`config.mk`:
```
export PLATFORM = sky130hd
export DESIGN_NAME = stopwatch_ctrl_flat
export DESIGN_NICKNAME = d
export VERILOG_FILES = /design/src/rtl/stopwatch_ctrl_if.sv /design/src/rtl/stopwatch_ctrl.sv /design/src/flat_wrapper.sv
export SDC_FILE = /design/constraint.sdc
export NUM_CORES = 1
export LEC_CHECK = 0
export ABC_AREA = 1
export BUFFER_PORTS_ARGS = -buffer_cell sky130_fd_sc_hd__buf_4
export CORE_UTILIZATION = 50
export CTS_CLUSTER_DIAMETER = 60
export DETAILED_ROUTE_END_ITERATION = 8
export HOLD_SLACK_MARGIN = 0.15
export PLACE_DENSITY = 0.68
export SLEW_MARGIN = 10
export SYNTH_ARGS = -nofsm -noshare
export SYNTH_HDL_FRONTEND = slang
export SYNTH_SLANG_ARGS = --single-unit
```
`constraint.sdc`:
```
create_clock -name clk -period 3.3 [get_ports clk]
set_clock_uncertainty 0.1 [all_clocks]
set_input_delay 0.33 -clock clk [delete_from_list [all_inputs] [get_ports clk]]
set_output_delay 0.33 -clock clk [all_outputs]
set_load 0.01 [all_outputs]
```
`src/rtl/stopwatch_ctrl_if.sv`:
```
// Stopwatch controller bundle: raw button
// levels in, BCD display word and status out.
interface stopwatch_ctrl_if;
  logic        btn_start_stop;
  logic        btn_reset;
  logic        btn_lap;
  logic [15:0] disp_bcd;
  logic        running;
  logic        lap_active;
  logic        overflow;
  logic        tick;

  modport master (
    output btn_start_stop,
    output btn_reset,
    output btn_lap,
    input  disp_bcd,
    input  running,
    input  lap_active,
    input  overflow,
    input  tick
  );

  modport slave (
    input  btn_start_stop,
    input  btn_reset,
    input  btn_lap,
    output disp_bcd,
    output running,
    output lap_active,
    output overflow,
    output tick
  );
endinterface

```
`src/rtl/stopwatch_ctrl.sv`:
```
// Stopwatch controller: SS.cc BCD count with
// IDLE/RUN/PAUSE/LAP control and 100 Hz prescaler.
module stopwatch_ctrl #(
  parameter int TICK_DIV = 1000000,
  parameter int CNT_W    = 20
) (
  input logic            clk,
  input logic            clr,
  stopwatch_ctrl_if.slave sw
);

  typedef enum logic [1:0] {
    IDLE,
    RUN,
    PAUSE,
    LAP
  } state_t;

  localparam logic [CNT_W-1:0] LAST =
    CNT_W'(TICK_DIV - 1);

  // bit order: {start_stop, reset, lap}
  logic [2:0] s1, s2, prev;
  logic [2:0] ev;

  state_t      state, state_n;
  logic [15:0] cnt, cnt_n;
  logic [15:0] snap, snap_n;
  logic [CNT_W-1:0] pre, pre_n;
  logic        ovf, ovf_n;
  logic        tick_now;
  logic        counting;
  logic [15:0] disp;
  logic        run_q, lap_q;

  // one-cycle BCD increment with full ripple
  function automatic logic [15:0] bcd_inc(
    input logic [15:0] v
  );
    logic [15:0] r;
    r = v;
    if (v[3:0] != 4'd9) begin
      r[3:0] = v[3:0] + 4'd1;
    end else begin
      r[3:0] = 4'd0;
      if (v[7:4] != 4'd9) begin
        r[7:4] = v[7:4] + 4'd1;
      end else begin
        r[7:4] = 4'd0;
        if (v[11:8] != 4'd9) begin
          r[11:8] = v[11:8] + 4'd1;
        end else begin
          r[11:8]  = 4'd0;
          r[15:12] = v[15:12] + 4'd1;
        end
      end
    end
    return r;
  endfunction

  // synchronize buttons and keep previous level
  always_ff @(posedge clk or posedge clr) begin
    if (clr) begin
      s1   <= '0;
      s2   <= '0;
      prev <= '0;
    end else begin
      s1   <= {sw.btn_start_stop,
               sw.btn_reset,
               sw.btn_lap};
      s2   <= s1;
      prev <= s2;
    end
  end

  assign ev = s2 & ~prev;

  assign counting = (state == RUN) ||
                    (state == LAP);
  assign tick_now = counting && (pre == LAST);

  // state, count, snapshot and prescaler registers
  always_ff @(posedge clk or posedge clr) begin
    if (clr) begin
      state <= IDLE;
      cnt   <= '0;
      snap  <= '0;
      pre   <= '0;
      ovf   <= 1'b0;
    end else begin
      state <= state_n;
      cnt   <= cnt_n;
      snap  <= snap_n;
      pre   <= pre_n;
      ovf   <= ovf_n;
    end
  end

  // event arbitration, counting and saturation
  always_comb begin
    state_n = state;
    cnt_n   = cnt;
    snap_n  = snap;
    pre_n   = pre;
    ovf_n   = ovf;
    if (counting) begin
      pre_n = tick_now ? '0 : pre + 1'b1;
    end
    unique case (state)
      IDLE: begin
        if (ev[1]) begin
          cnt_n = '0;
          pre_n = '0;
        end else if (ev[2]) begin
          state_n = RUN;
        end
      end
      RUN: begin
        if (ev[2]) begin
          state_n = PAUSE;
        end else if (ev[0]) begin
          snap_n  = cnt;
          state_n = LAP;
        end
      end
      LAP: begin
        if (ev[2]) begin
          state_n = PAUSE;
        end else if (ev[0]) begin
          state_n = RUN;
        end
      end
      PAUSE: begin
        if (ev[1]) begin
          cnt_n   = '0;
          pre_n   = '0;
          ovf_n   = 1'b0;
          state_n = IDLE;
        end else if (ev[2] && !ovf) begin
          state_n = RUN;
        end
      end
      default: state_n = IDLE;
    endcase
    if (tick_now) begin
      if (cnt == 16'h9999) begin
        ovf_n   = 1'b1;
        state_n = PAUSE;
      end else begin
        cnt_n = bcd_inc(cnt);
      end
    end
  end

  // display word and status decodes
  always_ff @(posedge clk or posedge clr) begin
    if (clr) begin
      disp  <= '0;
      run_q <= 1'b0;
      lap_q <= 1'b0;
    end else begin
      disp  <= (state == LAP) ? snap : cnt;
      run_q <= (state_n == RUN) ||
               (state_n == LAP);
      lap_q <= (state_n == LAP);
    end
  end

  assign sw.disp_bcd   = disp;
  assign sw.running    = run_q;
  assign sw.lap_active = lap_q;
  assign sw.overflow   = ovf;
  assign sw.tick       = tick_now;

endmodule

```
`src/flat_wrapper.sv`:
```
// flat-port wrapper written by rule: the top's interface ports become plain ports
module stopwatch_ctrl_flat 
#(
  parameter int TICK_DIV = 1000000,
  parameter int CNT_W    = 20
)
  (clk, clr, sw_btn_start_stop, sw_btn_reset, sw_btn_lap, sw_disp_bcd, sw_running, sw_lap_active, sw_overflow, sw_tick);
  stopwatch_ctrl_if sw_i ();
  input logic clk;
  input logic clr;
  input wire logic [$bits(sw_i.btn_start_stop)-1:0] sw_btn_start_stop;
  input wire logic [$bits(sw_i.btn_reset)-1:0] sw_btn_reset;
  input wire logic [$bits(sw_i.btn_lap)-1:0] sw_btn_lap;
  output wire logic [$bits(sw_i.disp_bcd)-1:0] sw_disp_bcd;
  output wire logic [$bits(sw_i.running)-1:0] sw_running;
  output wire logic [$bits(sw_i.lap_active)-1:0] sw_lap_active;
  output wire logic [$bits(sw_i.overflow)-1:0] sw_overflow;
  output wire logic [$bits(sw_i.tick)-1:0] sw_tick;
  assign sw_i.btn_start_stop = sw_btn_start_stop;
  assign sw_i.btn_reset = sw_btn_reset;
  assign sw_i.btn_lap = sw_btn_lap;
  assign sw_disp_bcd = sw_i.disp_bcd;
  assign sw_running = sw_i.running;
  assign sw_lap_active = sw_i.lap_active;
  assign sw_overflow = sw_i.overflow;
  assign sw_tick = sw_i.tick;
  stopwatch_ctrl #(.TICK_DIV(TICK_DIV), .CNT_W(CNT_W)) u_core (.clk(clk), .clr(clr), .sw(sw_i));
endmodule
```
# Word-level counts from Yosys, hierarchy flattened
# Cells that the tools add are included.
# totals
ff_bits	82
latch_bits	0
mem_bits_rw	0
mem_bits_ro	0
inputBits	5
memories	0
# classes
n_addsub	5
n_mul	0
div	0
n_lt_le_gt_ge	0
eq_ne	13
shift	0
mux	30
bitwise	3
reduce_logical	10
# op_table
cell	count
16-bit 2-to-1 mux	5
20-bit 2-to-1 mux	4
20-bit by 1-bit adder with 20-bit output (second input constant)	1
20-bit == test (second input constant)	1
2-bit 2-to-1 mux	10
4-bit by 1-bit adder with 4-bit output (second input constant)	4
16-bit == test (second input constant)	1
4-bit 2-to-1 mux	4
12-bit 2-to-1 mux	1
4-bit != test (second input constant)	3
3-bit != test (second input constant)	3
8-bit 2-to-1 mux	1
2-bit one-hot mux with 4 select lines	1
2-bit == test (second input constant)	3
3-bit AND reduction	2
2-bit by 1-bit == test with 1-bit output (second input constant)	2
1-bit 2-to-1 mux	4
3-bit bitwise AND	1
3-bit inverter	1
1-bit logical AND	2
2-bit zero test	1
1-bit logical OR	2
2-bit AND reduction	1
2-bit OR reduction	1
2 further kinds	2

# Depth between registers and ports, before layout
# logic_depth
word_depth	10
mapped_depth	12
depth_no_buf	11

# Worst setup path before layout
# Ideal clock, no wire load.
# synth_timing
path_type	register to output
startpoint	reg u_core.state[0]
endpoint	out sw_tick
t_arrival_ns	1.151
required_time_ns	2.870
path_slack_ns	1.719
stages_incl_launch_ff	5
path_buffers	2
path_cell_list	dfrtp_1 > inv_2 > buf_6 > buf_2 > nor3_1
# synth_between
elab_chain_len	3
elab_cells_between_ends	4
classes_between	eq/ne: 2; reduce/logical: 2
# synth_lines
item	line	rtl
from (decl)	stopwatch_ctrl.sv:26	state_t state, state_n;
from (signal assigned)	stopwatch_ctrl.sv:91	state <= state_n;
2-bit by 1-bit == test with 1-bit output / 2-bit == test (equally long branches)	stopwatch_ctrl.sv:78, stopwatch_ctrl.sv:79	
1-bit logical OR (*)	stopwatch_ctrl.sv:78	assign counting = (state == RUN) ||
1-bit logical AND (*)	stopwatch_ctrl.sv:80	assign tick_now = counting && (pre == LAST);
to (decl)	flat_wrapper.sv:18	output wire logic [$bits(sw_i.tick)-1:0] sw_tick;
# Every way passes the cells marked *; elsewhere a longest branch is shown, timed or not.

# Worst setup path in the final report
# Ends and elaborated chain as after synthesis.

==> out/qor.yml <==
final_common_cell: "nand2_1"
wl_per_cell_um: 13.0
vias_per_cell: 5.19
critical_path_required_ns: 2.87
first_pass_iters: 4
leakage_nw: 2.51
antenna_found_initial: 0
cts_tree: "built"
cp-end-kind: "primary output"
h-tree-depth: 3
synth_area_leaders: "dfrtp_1 (48%), nand2_1 (14%), nor2_1 (5.8%)"
pin_count: 25
fmax_mhz: 428
vdd_drop_max_uv: 332
rows: 33
diodes: 0
stdcell_count: 674
dpl.hpwl_mm: 6.25
powerDensity_nw_per_um2: 537
syn_area_um2: 4240
final_cell_mix: "nand2_1 (161), dfrtp_1 (82), nor2_1 (65)"
synth_top_cell_by_area: "dfrtp_1"
cp-start-kind: "register"
route.met2.wl_mm: 3.79
syn_inst: 536
area_growth_syn_to_layout_pct: 12.6
gp_congestion: 0.863
grt_remaining_overflow: 0
drc: 0
status: "finished clean"
final_core_util_pct: 58.1
final_area_um2: 4770
synth_top_area_share_pct: 48.4
die-area_um2: 8850
grt_max_degree: 51
placed_cells: 654
drt-initial-drc-count: 232
async_flop_share_pct: 100
seq_area_frac_synth_pct: 48.4
maxCapViolCount: 0
fill_cells: 715
hp-class: "register to register"
gr-usage-all-layers_pct: 22.4
hp-start: "u_core.s1[0]"
dr_wl_met3_um: 410
initial_core_util_pct: 51.6
timing.hold.ws_ns: 0.253
critPathLaunch: "u_core.state[0]"
clk_path_buf_depth: 2
synth_edf_count: 0
nNetsFinal: 572
dr_total_vias: 3496
min_period_ns: 2.33
slew_headroom_pct: 58.2
clk_pin_slew_ns: 0.08
ctsRootBufferMaster: "clkbuf_8"
drt-total-wl_mm: 8.77
cts_inserted_buffers: 9
syn-num-nets: 544
cp_max_fo: 20
fin_crit_sh_pct: 70.7
cp.arrival_ns: 1.90
port_buffers: 24
chipWidth_um: 94.1
finalMaxSlewViolations: 0
synth.yosys.warnings: 0
setup_tns_ns: 0
maxUsedRoutingLayer: "met4"
place_area_um2: 4480
core_um2: 8220
hold_viol: 0
grt_pass1_vias: 3261
grt_pass1_wl_mm: 15.2
tightest_slew_ns: 0.627
yosys_most_used_dff: "dfrtp_1"
drive_gt1_share_pct: 14.1
die-height_um: 94.1
setup_viol: 0
wl_met1_mm: 4.48
cts_resized: 0
synth_seq_cells: 82
ant_nets: 0
clock_sinks: 82
synth.avg_cell_area_um2: 7.91
worst-setup-path-type: "register to primary output"
rsz0062_at_grt: "false"
post_synth_num_cell_types: 34
clk_latency_ns: 0.36
reg2reg_from: "u_core.state[0]"
[worst paths after layout]
kind / cells past startpoint / slack, ns / to
max: 3 / 0.97 / sw_tick
max reg2reg: 6 / 0.97 / u_core.pre[12]
min: 0 / 0.25 / u_core.s2[0]
min in group asynchronous: 3 / 0.28 / u_core.sw.disp_bcd[12]
min reg2reg: 0 / 0.25 / u_core.s2[0]
max in group asynchronous: 4 / 2.05 / u_core.cnt[12]
[cells in the mapped netlist, types with 2 or more instances]
cell type,number
inv_2,6
nor2_1,65
ha_1,3
buf_4,2
nand2_2,4
inv_1,49
nor3_1,8
nor2_2,9
nand3_1,28
clkbuf_1,4
nand4_1,9
nand4_4,2
nand3b_1,2
nor2_4,4
dfrtp_1,82
xnor2_1,3
nand2_1,161
a21oi_1,33
o211ai_1,4
o21ai_0,32
nand3_2,4
buf_2,5
nor2_8,2
xor2_1,4
buf_6,2
[kinds of logic after synthesis]
group / share of synthesized area (%)
DFF: 48.4
and+or+nand+nor: 33.1
adders and majority gates: 0.886
AOI/OAI and AO/OA: 9.12
buffers and inverters: 7.06
xor gates and xnor gates: 1.45
[state kept, by name (all words and copies together) (netlist names)]
register and flops:
u_core.snap 16, u_core.prev 3, u_core.sw.overflow 1, u_core.pre 20, u_core.state 2, u_core.s1 3, u_core.sw.running 1, u_core.s2 3
u_core.sw.disp_bcd 16, u_core.cnt 16, u_core.sw.lap_active 1
[per-stage QoR]
step / setup slack (ns) / total power, mW
after floorplan: 0.762 / 1.52
after global placement: 1.06 / 1.67
after detailed placement: 0.990 / 1.68
after CTS: 0.972 / 2.59
after global routing: 0.799 / 2.71
final: 0.966 / 2.56
[cell type report]
type                       count  area, um2  area share [%]
sequential                    82       2050            43.0
multi-input combinational    385       1890            39.5
timing repair buffer          31        243            5.09
inverter                      55        208            4.35
clock buffer                  10        138            2.88
tap                          105        131            2.75
clock inverter                 6        113            2.36
[routing by layer]
metal	track usage, %	vias to the layer above
met5	0	-
met1	33.0	1631
li1	-	1768
met3	4.69	7
met2	32.4	90
met4	7.95	0
[where the power goes]
group | leakage, nW | switching (mW) | internal (mW) | total [mW]
clock network | 0.127 | 0.372 | 0.526 | 0.898
registers | 1.11 | 0.0769 | 1.11 | 1.18
logic | 1.27 | 0.293 | 0.184 | 0.477
[critical path, cell delays in order (launching register included)]
cell,delay (ns)
dfrtp_1,0.69
inv_2,0.36
nor3_1,0.33
buf_4,0.17
[repair_timing]
action	in CTS	in global routing
hold buffers	4	0
buffers inserted	0	0
endpoints found under the hold margin	85	0
(Power assumes the default switching activity.)
